$ cat config.mk
export PLATFORM = sky130hd
export DESIGN_NAME = rv_dmem_arbiter
export DESIGN_NICKNAME = d
export VERILOG_FILES = /design/src/rtl/rv_pkg.sv /design/src/rtl/rv_dmem_arbiter_rr.sv /design/src/rtl/rv_dmem_arbiter.sv
export SDC_FILE = /design/constraint.sdc
export NUM_CORES = 1
export LEC_CHECK = 0
export ABC_AREA = 1
export ABC_CLOCK_PERIOD_IN_PS = 1400
export CAP_MARGIN = 15
export CORE_ASPECT_RATIO = 1.4
export CORE_MARGIN = 4
export CORE_UTILIZATION = 33
export DETAILED_ROUTE_END_ITERATION = 10
export GPL_TIMING_DRIVEN = 0
export PLACE_DENSITY = 0.78
export SYNTH_ARGS = -nofsm -noshare
export SYNTH_HDL_FRONTEND = slang
export SYNTH_SLANG_ARGS = --single-unit
$ cat constraint.sdc
create_clock -name clk -period 1.4 [get_ports clk]
set_clock_uncertainty 0.2 [all_clocks]
set_input_delay 0.28 -clock clk [delete_from_list [all_inputs] [get_ports clk]]
set_output_delay 0.28 -clock clk [all_outputs]
set_load 0.02 [all_outputs]
$ cat src/rtl/rv_pkg.sv
// Shared types and constants for the data-memory arbiter.
package rv_pkg;

    typedef enum logic [1:0] {
        IDLE   = 2'd0,
        ACCESS = 2'd1,
        RESP   = 2'd2
    } dmem_arb_state_t;

    localparam logic PORT_CORE = 1'b0;
    localparam logic PORT_DBG  = 1'b1;

endpackage

$ cat src/rtl/rv_dmem_arbiter_rr.sv
// Combinational two-way round-robin picker: under contention the port that
// did not win last time is granted; a lone requester always wins.
module rv_rr_arb2
    import rv_pkg::*;
(
    input  logic [1:0] req,
    input  logic       last,
    output logic [1:0] gnt,
    output logic       gnt_id
);

    always_comb begin
        gnt    = 2'b00;
        gnt_id = PORT_CORE;
        if (req[PORT_CORE] && req[PORT_DBG]) begin
            gnt_id = ~last;
        end else if (req[PORT_DBG]) begin
            gnt_id = PORT_DBG;
        end
        gnt[gnt_id] = |req;
    end

endmodule

$ cat src/rtl/rv_dmem_arbiter.sv
// Shares one data memory between the core load/store port and the debug port.
// One request in flight; the response cycle overlaps acceptance of the next.
module rv_dmem_arbiter
    import rv_pkg::*;
#(
    parameter int DATA_WIDTH = 32,
    parameter int ADDR_WIDTH = 32
) (
    input  logic                    clk,
    input  logic                    rst_n,
    input  logic [1:0]              req_valid_i,
    output logic [1:0]              req_ready_o,
    input  logic [1:0]              req_we_i,
    input  logic [2*ADDR_WIDTH-1:0] req_addr_i,
    input  logic [2*DATA_WIDTH-1:0] req_wdata_i,
    output logic [1:0]              rsp_valid_o,
    output logic                    rsp_err_o,
    output logic [DATA_WIDTH-1:0]   rsp_rdata_o,
    output logic                    mem_en_o,
    output logic                    mem_we_o,
    output logic [ADDR_WIDTH-1:0]   mem_addr_o,
    output logic [DATA_WIDTH-1:0]   mem_wdata_o,
    input  logic [DATA_WIDTH-1:0]   mem_rdata_i,
    output logic                    core_stall_o
);

    dmem_arb_state_t state, state_nxt;

    logic                  last_grant;
    logic                  own_id;
    logic                  own_we;
    logic                  own_mis;
    logic [ADDR_WIDTH-1:0] own_addr;
    logic [DATA_WIDTH-1:0] own_wdata;

    logic [1:0]            arb_req;
    logic [1:0]            gnt;
    logic                  gnt_id;
    logic                  accept;
    logic [ADDR_WIDTH-1:0] sel_addr;
    logic [DATA_WIDTH-1:0] sel_wdata;

    // No new request may be taken while the memory access is being issued.
    assign arb_req = (state == ACCESS) ? 2'b00 : req_valid_i;

    rv_rr_arb2 u_rr (
        .req    (arb_req),
        .last   (last_grant),
        .gnt    (gnt),
        .gnt_id (gnt_id)
    );

    assign accept       = |gnt;
    assign req_ready_o  = gnt;
    assign core_stall_o = req_valid_i[PORT_CORE] & ~gnt[PORT_CORE];

    assign sel_addr  = gnt_id ? req_addr_i[2*ADDR_WIDTH-1:ADDR_WIDTH]
                              : req_addr_i[ADDR_WIDTH-1:0];
    assign sel_wdata = gnt_id ? req_wdata_i[2*DATA_WIDTH-1:DATA_WIDTH]
                              : req_wdata_i[DATA_WIDTH-1:0];

    always_ff @(posedge clk or negedge rst_n) begin
        if (!rst_n) begin
            state      <= IDLE;
            last_grant <= PORT_DBG;
            own_id     <= PORT_CORE;
            own_we     <= 1'b0;
            own_mis    <= 1'b0;
            own_addr   <= '0;
            own_wdata  <= '0;
        end else begin
            state <= state_nxt;
            if (accept) begin
                last_grant <= gnt_id;
                own_id     <= gnt_id;
                own_we     <= gnt_id ? req_we_i[PORT_DBG] : req_we_i[PORT_CORE];
                own_mis    <= (sel_addr[1:0] != 2'b00);
                own_addr   <= sel_addr;
                own_wdata  <= sel_wdata;
            end
        end
    end

    always_comb begin
        state_nxt   = state;
        mem_en_o    = 1'b0;
        mem_we_o    = 1'b0;
        mem_addr_o  = '0;
        mem_wdata_o = '0;
        rsp_valid_o = 2'b00;
        rsp_err_o   = 1'b0;
        rsp_rdata_o = '0;
        case (state)
            IDLE: begin
                state_nxt = accept ? ACCESS : IDLE;
            end
            ACCESS: begin
                mem_en_o    = ~own_mis;
                mem_we_o    = own_we & ~own_mis;
                mem_addr_o  = own_addr;
                mem_wdata_o = own_wdata;
                state_nxt   = RESP;
            end
            RESP: begin
                rsp_valid_o = own_id ? 2'b10 : 2'b01;
                rsp_err_o   = own_mis;
                if (!own_we && !own_mis) begin
                    rsp_rdata_o = mem_rdata_i;
                end
                state_nxt = accept ? ACCESS : IDLE;
            end
            default: begin
                state_nxt = IDLE;
            end
        endcase
    end

endmodule

==> flow_summary.yaml <==
run_status:
  outcome: "complete, but fails checks"
  violations: "hold timing, setup timing"
place:
  gp_congestion: 0.8809
  postPlaceCellArea_sq_mm: 0.007936
  hpwlAfterDp_um: 12960
  io_buffers: 269
synth:
  yosysWarnings: 0
  synth_nets: 731
  syn_area_per_cell_sq_um: 7.131
  yosys.area.top_type_share_pct: 42.86
  synth-seq-cells: 70
  ys_top_cells_by_area: "dfrtp_1, nor2_1, o21ai_0"
  synthesis.area_sq_mm: 0.004029
  yosysUniqueCellTypes: 20
  postSynthCellCount: 565
  synth_seq_area_share_pct: 43.51
  synth_top_area_cell: "dfrtp_1"
clock_tree:
  clk_latency_ns: 0.33
  cts.sinks: 70
  clockRootBuffer: "clkbuf_16"
  h-tree-depth: 3
  cts_buffers: 9
  path_clk_slew_ns: 0.06
  cts_max_path_buffers: 2
  cts_tree: "yes"
detailed_routing:
  routed_via_density: 4.950
  vias: 5198
  highest_layer: "met4"
  first_iter_violations: 139
  remaining_drc_errors: 0
  post_drt_wl_per_cell_um: 19.19
  wl_um: 20150
  ant_nets: 0
  met3_length_um: 1014
  route.layer.met1.wl_um: 6942
  dr_wl_met2_um: 11460
  firstDrtPassIters: 4
critical_path:
  ff2ff_setup_slack_ns: -0.43
  critPathKind: "reg -> out"
  cpPeakStageDelay_ns: 0.40
  cp_slowest_cell: "dfrtp_1"
  r2r-start: "state[0]"
  crit-reg2reg-capture: "own_wdata[16]"
  worstPathRequired_ns: 0.92
  critPathTopFamily: "buffers and inverters"
  reg2reg_depth: 9
  startpoint_type: "flop"
  cp_max_fo: 11
  path_cells: "inv_2 -> nand2_8 -> clkbuf_16 -> nor3b_4 -> buf_6"
  cp.buffers_inverters: 3
  worstSetupEndpointType: "primary output"
  worstPathArrival_ns: 1.61
layout:
  drive_gt1_share_pct: 45.07
  final_area_sq_mm: 0.009584
  area_delta_synth_final_pct: 137.9
  diodes: 0
  final_util_pct: 80.68
  num-nets-final: 1064
floorplanning:
  ios: 270
  core_sq_mm: 0.01188
  rows: 47
  die_h_um: 138.7
  fp.dieArea_sq_mm: 0.01407
  die_w_um: 101.4
  initial_core_util_pct: 33.92
hold_path:
  hold_path_class: "in -> async"
pwr:
  clockPowerShare_pct: 22.0
  ir_drop_mv: 0.7307
  power_density_mw_per_mm2: 1103
  combPwrFrac_pct: 51.6
  power.internal_uw: 6568
  finalPower_uw: 10570
  sw_frac_of_total_pct: 37.89
  seq_power_share_pct: 26.4
  p_leak_uw: 0.004306
  switchingPower_uw: 4007
timing:
  period_minus_slack_ns: 2.095
  setup_viol: 172
  maxSlewHeadroom_pct: 38.07
  max_freq_ghz: 0.4773
  report.final.slew_viol_count: 0
  hold_viol: 69
  worstMarginPinSlew_ns: 0.9290
  whs_ns: -0.1200
  setup_ws_ns: -0.6950
  rsz0062_at_grt: "yes"
  finalCritPeriodShare_pct: 149.6
grt:
  grt_max_degree: 71
  grt_use_total_pct: 26.09
  gr-total-overflow: 0
  antenna_found_initial: 0
  grt_pass1_vias: 5487
  grt_pass1_wl_um: 28690
run:
  drv_cap: 0
## sequential cells by signal, indices dropped and copies added, names as in the netlist
signal,count
own_we,1
own_addr,32
own_id,1
own_mis,1
last_grant,1
state,2
own_wdata,32
## area by class of cell
type | instances | area (sq um)
clock inverters | 5 | 58.81
well taps | 147 | 183.9
fillers | 743 | 2295
repair buffers | 323 | 3461
multi-input cells | 378 | 2973
inverters | 76 | 285.3
flip-flops and latches | 70 | 1754
clock buffers | 11 | 242.7
plain buffers | 40 | 625.6
## synth_stat cells
library cell and instances:
buf_1 2, buf_2 19, buf_4 4, buf_6 8, clkbuf_1 7, clkbuf_2 1, dfrtp_1 69, dfstp_2 1
inv_1 74, inv_2 2, nand2_1 72, nand2_2 1, nand3_1 3, nand4_1 2, nor2_1 134, nor2_4 3
nor3_1 1, nor3b_1 32, o21ai_0 71, o21ai_1 59
## cells by family after synthesis
| group | count (synthesis) | share of synthesized area, % |
|---|---|---|
| AO/OA/AOI/OAI | 130 | 16.15 |
| flip-flops | 70 | 43.51 |
| AND/OR/NAND/NOR | 248 | 26.96 |
| buffers and inverters | 117 | 13.39 |
## timing repair
item,in CTS,in global routing
gates resized for setup,705,155
gates cloned,15,6
setup buffers,28,12
endpoints found under the setup margin,172,172
pin swaps,20,43
hold endpoints to repair,69,69
## metrics by stage
stage	std cells	setup TNS [ns]	hold WS, ns	setup slack (ns)
finish	1050	-84.60	-0.1200	-0.6950
detailed placement	981	-119.50	0.2668	-1.254
global placement	981	-292.82	0.2590	-2.802
CTS	1040	-83.79	-0.08674	-0.6521
global route	1050	-95.68	-0.04245	-0.7469
floorplan	565	-16.53	-0.2156	-0.1764
## layout by cell type, fill, tap and decap left out, drive strengths merged
| cell | n |
|---|---|
| nand2 | 73 |
| clkinv | 2 |
| clkdlybuf4s50 | 162 |
| dfstp | 1 |
| clkinvlp | 2 |
| buf | 183 |
| bufbuf | 1 |
| dfrtp | 69 |
| bufinv | 1 |
| nor3 | 1 |
| inv | 76 |
| o21ai | 130 |
| nor3b | 32 |
| nand4 | 2 |
| dlygate4sd2 | 2 |
| clkbuf | 26 |
| nor2 | 137 |
| nand3 | 3 |
## power groups by stage
stage	sequential (uW)	combinational, uW	clock [uW]
detailed placement	2810	4090	0
global placement	2780	4000	0
CTS	2770	4910	2360
global route	2840	5780	2450
finish	2790	5450	2330
floorplan	2730	2600	0
## per-layer routing
layer  vias up  global-route usage (%)
met5         -                       0
met1      2509                   27.50
met4         0                   10.64
met2       202                   48.62
li1       2441                       -
met3        46                   5.637
## worst max path at each step
stage / startpoint / slack (ns) / end / depth (start not counted)
CTS: state[0] / -0.65 / core_stall_o / 8
detailed placement: req_valid_i[0] / -1.25 / req_ready_o[0] / 7
finish: state[0] / -0.69 / rsp_rdata_o[4] / 5
floorplan: state[1] / -0.18 / mem_addr_o[21] / 5
global route: state[0] / -0.75 / rsp_rdata_o[4] / 5
global placement: rst_n / -2.80 / state[1] / 1
Note: power is estimated with default switching activity, not from simulation.
